==> src/rtl/pet_keymatrix.sv <==
// PS/2 keyboard to PET 10x8 key matrix responder.
// Decodes make/break/E0 scancodes and answers the row scan with active-low columns.
module pet_keymatrix #(
  parameter int FILT    = 8,
  parameter int TIMEOUT = 100000
) (
  input  logic       clk,
  input  logic       reset,
  input  logic       ps2_clk,
  input  logic       ps2_data,
  input  logic [3:0] keyrow,
  output logic [7:0] keyin,
  output logic [7:0] map_code,
  output logic       map_ext,
  input  logic       map_hit,
  input  logic [3:0] map_row,
  input  logic [2:0] map_col,
  output logic       key_event,
  output logic       frame_err
);

  localparam int FW = $clog2(FILT + 1);
  localparam int TW = $clog2(TIMEOUT + 1);
  localparam logic [FW-1:0] FLAST = FW'(FILT - 1);
  localparam logic [TW-1:0] TLAST = TW'(TIMEOUT - 1);

  typedef enum logic [2:0] {
    S_IDLE,
    S_BRK,
    S_EXT,
    S_EXTBRK,
    S_APPLY
  } state_t;

  logic          r_clk_s1, r_clk_s2;
  logic          r_dat_s1, r_dat_s2;
  logic          r_clk_f;
  logic [FW-1:0] r_fcnt;
  logic [10:0]   r_shift;
  logic [3:0]    r_bitcnt;
  logic [TW-1:0] r_tocnt;
  logic          r_done;
  logic          r_byte_vld;
  logic [7:0]    r_byte;
  logic          r_ferr;
  logic          r_hold_vld;
  logic [7:0]    r_hold;
  state_t        r_state, w_next;
  logic [7:0]    r_code;
  logic          r_ext;
  logic          r_brk;
  logic          r_kev;
  logic [7:0]    r_keyin;
  logic [7:0]    r_mat [0:9];

  logic          w_strobe;
  logic          w_frame_ok;
  logic          w_in_vld;
  logic [7:0]    w_in;
  logic          w_ld;
  logic          w_ld_ext;
  logic          w_ld_brk;
  logic          w_clr;
  logic          w_write;

  always_ff @(posedge clk) begin
    if (!reset) begin
      r_clk_s1 <= 1'b1;
      r_clk_s2 <= 1'b1;
      r_dat_s1 <= 1'b1;
      r_dat_s2 <= 1'b1;
    end else begin
      r_clk_s1 <= ps2_clk;
      r_clk_s2 <= r_clk_s1;
      r_dat_s1 <= ps2_data;
      r_dat_s2 <= r_dat_s1;
    end
  end

  // Filtered clock only moves after FILT consecutive cycles at the new level
  always_ff @(posedge clk) begin
    if (!reset) begin
      r_clk_f <= 1'b1;
      r_fcnt  <= '0;
    end else if (r_clk_s2 == r_clk_f) begin
      r_fcnt <= '0;
    end else if (r_fcnt == FLAST) begin
      r_clk_f <= r_clk_s2;
      r_fcnt  <= '0;
    end else begin
      r_fcnt <= r_fcnt + 1'b1;
    end
  end

  assign w_strobe   = r_clk_f & ~r_clk_s2 & (r_fcnt == FLAST);
  assign w_frame_ok = ~r_shift[0] & r_shift[10] & (^r_shift[9:1]);

  always_ff @(posedge clk) begin
    if (!reset) begin
      r_shift    <= '0;
      r_bitcnt   <= '0;
      r_tocnt    <= '0;
      r_done     <= 1'b0;
      r_byte_vld <= 1'b0;
      r_byte     <= '0;
      r_ferr     <= 1'b0;
    end else begin
      r_done     <= 1'b0;
      r_byte_vld <= 1'b0;
      r_ferr     <= 1'b0;
      if (w_strobe) begin
        r_shift <= {r_dat_s2, r_shift[10:1]};
        r_tocnt <= '0;
        if (r_bitcnt == 4'd10) begin
          r_bitcnt <= '0;
          r_done   <= 1'b1;
        end else begin
          r_bitcnt <= r_bitcnt + 1'b1;
        end
      end else if (r_bitcnt != 4'd0) begin
        if (r_tocnt == TLAST) begin
          r_bitcnt <= '0;
          r_tocnt  <= '0;
        end else begin
          r_tocnt <= r_tocnt + 1'b1;
        end
      end
      if (r_done) begin
        if (w_frame_ok) begin
          r_byte     <= r_shift[8:1];
          r_byte_vld <= 1'b1;
        end else begin
          r_ferr <= 1'b1;
        end
      end
    end
  end

  // A byte landing during APPLY waits one cycle in the holding register
  always_ff @(posedge clk) begin
    if (!reset) begin
      r_hold_vld <= 1'b0;
      r_hold     <= '0;
    end else if (r_state == S_APPLY && r_byte_vld) begin
      r_hold_vld <= 1'b1;
      r_hold     <= r_byte;
    end else if (r_state != S_APPLY) begin
      r_hold_vld <= 1'b0;
    end
  end

  assign w_in_vld = (r_byte_vld | r_hold_vld) & (r_state != S_APPLY);
  assign w_in     = r_hold_vld ? r_hold : r_byte;

  always_comb begin
    w_next   = r_state;
    w_ld     = 1'b0;
    w_ld_ext = 1'b0;
    w_ld_brk = 1'b0;
    w_clr    = 1'b0;
    unique case (1'b1)
      (r_state == S_IDLE): begin
        if (w_in_vld) begin
          if (w_in == 8'hE0) begin
            w_next = S_EXT;
          end else if (w_in == 8'hF0) begin
            w_next = S_BRK;
          end else if (w_in == 8'hE1) begin
            w_next = S_IDLE;
          end else if (w_in == 8'h00 || w_in == 8'hFF) begin
            w_clr = 1'b1;
          end else begin
            w_next = S_APPLY;
            w_ld   = 1'b1;
          end
        end
      end
      (r_state == S_EXT): begin
        if (w_in_vld) begin
          if (w_in == 8'hF0) begin
            w_next = S_EXTBRK;
          end else if (w_in != 8'hE0 && w_in != 8'hE1) begin
            w_next   = S_APPLY;
            w_ld     = 1'b1;
            w_ld_ext = 1'b1;
          end
        end
      end
      (r_state == S_BRK): begin
        if (w_in_vld) begin
          w_next   = S_APPLY;
          w_ld     = 1'b1;
          w_ld_brk = 1'b1;
        end
      end
      (r_state == S_EXTBRK): begin
        if (w_in_vld) begin
          w_next   = S_APPLY;
          w_ld     = 1'b1;
          w_ld_ext = 1'b1;
          w_ld_brk = 1'b1;
        end
      end
      default: begin
        w_next = S_IDLE;
      end
    endcase
  end

  always_ff @(posedge clk) begin
    if (!reset) begin
      r_state <= S_IDLE;
      r_code  <= '0;
      r_ext   <= 1'b0;
      r_brk   <= 1'b0;
    end else begin
      r_state <= w_next;
      if (w_ld) begin
        r_code <= w_in;
        r_ext  <= w_ld_ext;
        r_brk  <= w_ld_brk;
      end
    end
  end

  assign w_write = (r_state == S_APPLY) & map_hit & (map_row <= 4'd9);

  always_ff @(posedge clk) begin
    if (!reset || w_clr) begin
      for (int i = 0; i < 10; i++) r_mat[i] <= '0;
    end else if (w_write) begin
      r_mat[map_row][map_col] <= ~r_brk;
    end
  end

  always_ff @(posedge clk) begin
    if (!reset) begin
      r_kev   <= 1'b0;
      r_keyin <= 8'hFF;
    end else begin
      r_kev   <= w_write;
      r_keyin <= (keyrow <= 4'd9) ? ~r_mat[keyrow] : 8'hFF;
    end
  end

  assign keyin     = r_keyin;
  assign map_code  = r_code;
  assign map_ext   = r_ext;
  assign key_event = r_kev;
  assign frame_err = r_ferr;

endmodule

==> config.mk <==
export PLATFORM = sky130hd
export DESIGN_NAME = pet_keymatrix
export DESIGN_NICKNAME = d
export VERILOG_FILES = /design/src/rtl/pet_keymatrix.sv
export SDC_FILE = /design/constraint.sdc
export NUM_CORES = 1
export LEC_CHECK = 0
export ABC_AREA = 1
export BUFFER_PORTS_ARGS = -buffer_cell sky130_fd_sc_hd__buf_2
export CAP_MARGIN = 15
export CORE_MARGIN = 3
export CORE_UTILIZATION = 30
export CTS_BUF_LIST = sky130_fd_sc_hd__clkbuf_16
export CTS_CLUSTER_DIAMETER = 100
export DETAILED_ROUTE_END_ITERATION = 12
export PLACE_DENSITY = 0.57
export SLEW_MARGIN = 30
export SYNTH_ARGS = -nofsm -noshare
export SYNTH_HDL_FRONTEND = slang
export SYNTH_SLANG_ARGS = --single-unit
==> constraint.sdc <==
create_clock -name clk -period 5.3 [get_ports clk]
set_clock_uncertainty 0.2 [all_clocks]
set_input_delay 0.265 -clock clk [delete_from_list [all_inputs] [get_ports clk]]
set_output_delay 0.265 -clock clk [all_outputs]
set_load 0.02 [all_outputs]
**Yosys cells after proc, flatten, opt, wreduce, memory -nomap -nowiden**

Memories as Yosys holds them, arrays and structs flattened.
Index checks and enable logic that the tools add are counted.
W data, S select, Z words.

- Bits in registers: 83
- RAM bits: 80
- Output and inout port bits: 19
- Word-level logic and storage cells: 136
- Memories: 1

Memories:

| memory | words | width | read ports | clocked after Yosys merged registers in | write ports | line | source |
|---|---|---|---|---|---|---|---|
| r_mat | 10 | 8 | 1 | 0 | 10 | 54 | `logic [7:0] r_mat [0:9];` |

- Add/sub/neg operators: 3
- Magnitude comparators: 4
- Equal/unequal tests: 20
- Muxes and demuxes: 49
- Bitwise gates (word level): 14
- Reductions and logical operators: 24

Operators with widths:

| kind | number |
|---|---|
| $eq A8 B8 Y1 const B | 4 |
| $mux W8 | 4 |
| $mux W3 | 9 |
| $mux W1 | 26 |
| $mux W4 | 5 |
| $add A17 B1 Y17 const B | 1 |
| $eq A17 B17 Y1 const B | 1 |
| $mux W17 | 1 |
| $ne A8 B8 Y1 const B | 2 |
| $reduce_and A2 Y1 | 6 |
| $pmux W3 S3 | 1 |
| $reduce_xor A9 Y1 | 1 |
| $add A4 B1 Y4 const B | 2 |
| $le A4 B4 Y1 const B | 2 |
| $logic_not A8 Y1 | 1 |
| $not A8 Y8 | 1 |
| $reduce_or A8 Y1 | 1 |
| $and A1 B1 Y1 | 7 |
| $eq A3 B2 Y1 const B | 2 |
| $reduce_bool A2 Y1 | 3 |
| $ne A5 B5 Y1 const B | 1 |
| $not A1 Y1 | 5 |
| $reduce_and A5 Y1 | 1 |
| $eq A4 B3 Y1 const B | 1 |
| 21 further kinds | 26 |

**Logic depth before layout (Yosys ltp)**

- Word-level depth: 14
- Depth in mapped cells: 16

**Worst setup path after synthesis**

No wires, ideal clock.

- Kind: reg2reg
- Start: register r_hold_vld
- End: memory r_mat[2][7] (enable)
- Library setup time: 0.292 ns
- Arrival: 1.598 ns
- Required time: 4.808 ns
- Setup slack: 3.211 ns
- Cell stages (with the launch flop): 17
- Cells stage by stage: dfxtp_1 -> buf_6 -> inv_4 -> buf_6 -> nand2_1 -> nand2_2 -> nand2_1 -> nor2_1 -> nand2_1 -> nand2_1 -> nand3_1 -> nand2_2 -> inv_4 -> buf_6 -> o21ai_4 -> nand2_1 -> nand2_1

RTL lines:

| item | line | source |
|---|---|---|
| from (decl) | 46 | `logic r_hold_vld;` |
| from (signal assigned) | 142 | `r_hold_vld <= 1'b0;` |
| from (signal assigned) | 145 | `r_hold_vld <= 1'b1;` |
| from (signal assigned) | 148 | `r_hold_vld <= 1'b0;` |
| to (decl) | 54 |  |

==> impl_metrics.csv <==
group,metric,value,unit
yosys,synth.distinct_cells,39,
worst_setup_path,max_stage_delay,0.63,ns
timing,setup-tns-final,0,ns
cells_and_area,final_nets,1059,
worst_setup_path,critPathMaxFanout,15,
worst_setup_path,start_kind,"input pin",
floorplan,rows,58,
clock_network,hold_buffers,3,
routing,drt_first_iter_violations,491,
clock_network,postCtsSetupBuffers,0,
placement,dpl_cell_area,0.00836,sq mm
clock_network,clk_pin_slew,0.07,ns
timing,fmax,286,MHz
cells_and_area,layout_commonest_cell,"nand2_1",
clock_network,cts-root-buf,"clkbuf_16",
placement,place_congestion,0.763,
routing,route.vias.total,6611,
yosys,ys_seq_elements,163,
cells_and_area,layout_common_cells,"nand2_1 (299), nor2_1 (186), dfxtp_1 (83)",
yosys,async_flop_share,0,%
routing,drc,0,
timing,finalCriticalPeriod,3.50,ns
floorplan,ios,35,
clock_network,postCtsResizedCells,0,
yosys,synth_top_flop_cell,"dfxtp_1",
clock_network,clock_sinks,163,
worst_setup_path,cp.required,5.25,ns
outcome,status,"completed",
yosys,syn-num-nets,1041,
timing,hold_viol,0,
yosys,syn_inst,1019,
min_path,hold_path.class,"flop to flop",
worst_setup_path,cp_slowest_cell,"nor2_1",
clock_network,clock_path_buffers,2,
run,drv_cap,0,
yosys,synth-edff-count,80,
floorplan,die_h,169,um
timing,finalCritPeriodShare,66.0,%
routing,drt-pass1-iter-count,5,
timing,relSlewSlack,41.3,%
timing,rsz0062_at_grt,"no",
yosys,synth_warnings,0,
timing,setup_viol,0,
power,p_per_area,298,mW/mm^2
grt,antenna_found_initial,3,
grt,grt_pass1_vias,6211,
power,ir_drop,221,uV
cells_and_area,drive_gt1_share,9.43,%
worst_setup_path,critPathKind,"input pin to flop",
worst_setup_path,path_cells,"dlygate4sd3_1, buf_2, inv_2, nor4_2, nand3_1, nor2_1, nand2_1, nor2_1, nand2_1, nand2_1",
yosys,synthesis.area,0.00796,sq mm
power,total_power,2.67,mW
routing,vias_per_cell,4.79,
floorplan,initial_core_util,31.1,%
timing,worstMarginPinSlew,0.880,ns
power,p_leak,3.51,nW
grt,track_usage,13.6,%
placement,dp_cells,1345,
clock_network,clk_latency,0.43,ns
clock_network,cts-htree-levels,4,
floorplan,coreArea,0.0256,sq mm
routing,wl,19000,um
worst_setup_path,crit_path_end_kind,"flop",
grt,grt_overflow,0,
yosys,syn_avg_cell_area,7.81,sq um
placement,dp_hpwl,12800,um
floorplan,die_x,169,um
worst_setup_path,arrival,3.45,ns
placement,port_buffers,34,
floorplan,die-area,0.0285,sq mm
cells_and_area,postLayoutCellArea,0.00896,sq mm
timing,final_max_slew_viol_count,0,
clock_network,cts_tree,"built",
routing,drt-wirelength-per-cell,13.8,um
cells_and_area,area_growth,12.6,%
worst_setup_path,cpMostUsedCell,"nand2_1",
grt,grt_pass1_wl,31500,um
routing,route.antenna.remaining_nets,0,
yosys,synth-seq-area-share,51.1,%
clock_network,cts_buffers,17,
cells_and_area,final_cells,1381,
grt,grt_start_max_net_pins,81,
## worst max-delay path: cells and delay by family
family | cells | cell delay, ns
simple gates | 7 | 2.43
buf+inv | 3 | 0.75
## power breakdown
part / internal [mW] / switching (mW) / leakage [nW]
registers: 1.34 / 0.00688 / 1.49
clock network: 0.640 / 0.543 / 0.280
logic: 0.0388 / 0.0981 / 1.74
total: 2.02 / 0.648 / 3.51
## cell usage after synthesis, drive strengths merged, types with 7 or more instances
master | n | area [sq um]
inv | 81 | 309
nor3 | 16 | 100
a21oi | 35 | 175
nand3 | 46 | 230
o22ai | 10 | 62.6
buf | 16 | 109
nor2 | 188 | 716
nand2 | 302 | 1140
dfxtp | 83 | 1660
nand4 | 12 | 75.1
edfxtp | 80 | 2400
o21ai | 64 | 362
o221ai | 16 | 140
clkbuf | 26 | 97.6
xor2 | 7 | 61.3
## cell families (layout without fill, tap and decap cells)
kind of cell | Yosys count | after routing | share of synthesized area, %
muxes | 4 | 4 | 0.503
adders and majority gates | 6 | 6 | 0.944
xor gates and xnor gates | 13 | 13 | 1.43
and+or+nand+nor | 575 | 575 | 29.4
AOI/OAI and AO/OA | 133 | 133 | 10.0
other | 0 | 1 | 0
buffers and inverters | 125 | 156 | 6.57
DFF | 163 | 163 | 51.1
## worst paths after layout
check | startpoint | endpoint | slack [ns] | cells after the start
setup / recovery | reset | r_mat[0][4] | 1.80 | 10
hold / removal | r_dat_s1 | r_dat_s2 | 0.21 | 1
setup reg to reg | r_state[0] | r_mat[0][4] | 1.92 | 7
hold reg to reg | r_dat_s1 | r_dat_s2 | 0.21 | 1
## layer usage
metal | wire length, um | vias up | track usage [%]
met1 | 8710 | 3058 | 18.4
met5 | 23 | - | 0
met2 | 8840 | 145 | 21.4
met4 | 305 | 4 | 4.77
met3 | 1160 | 24 | 3.36
li1 | - | 3380 | -
## state kept, by name (all words and copies together) (netlist names), 3 cells and up
name      cells
keyin         8
map_code      8
r_fcnt        4
r_byte        8
r_state       3
r_bitcnt      4
r_shift      11
r_tocnt      17
r_mat        80
r_hold        8
## per-stage QoR
step | hold slack, ns | utilization [%] | worst slack (ns)
floorplan | 0.172 | - | 3.21
global placement | 0.197 | 32.6 | 1.82
detailed placement | 0.197 | 32.6 | 1.84
CTS | 0.209 | 35.0 | 1.76
global route | 0.227 | 35.0 | 1.39
finish | 0.208 | 35.0 | 1.80
## area by class of cell
| cell class | count | area [sq um] |
|---|---|---|
| sequential | 163 | 4060 |
| clock inverter | 14 | 114 |
| inverter | 83 | 317 |
| clock buffer | 18 | 450 |
| timing repair buffer | 41 | 230 |
| fill | 2687 | 16700 |
| multi-input combinational | 731 | 3370 |
| antenna | 1 | 2.50 |
| tap | 330 | 413 |
No activity file was read; power rests on OpenSTA's default activity.
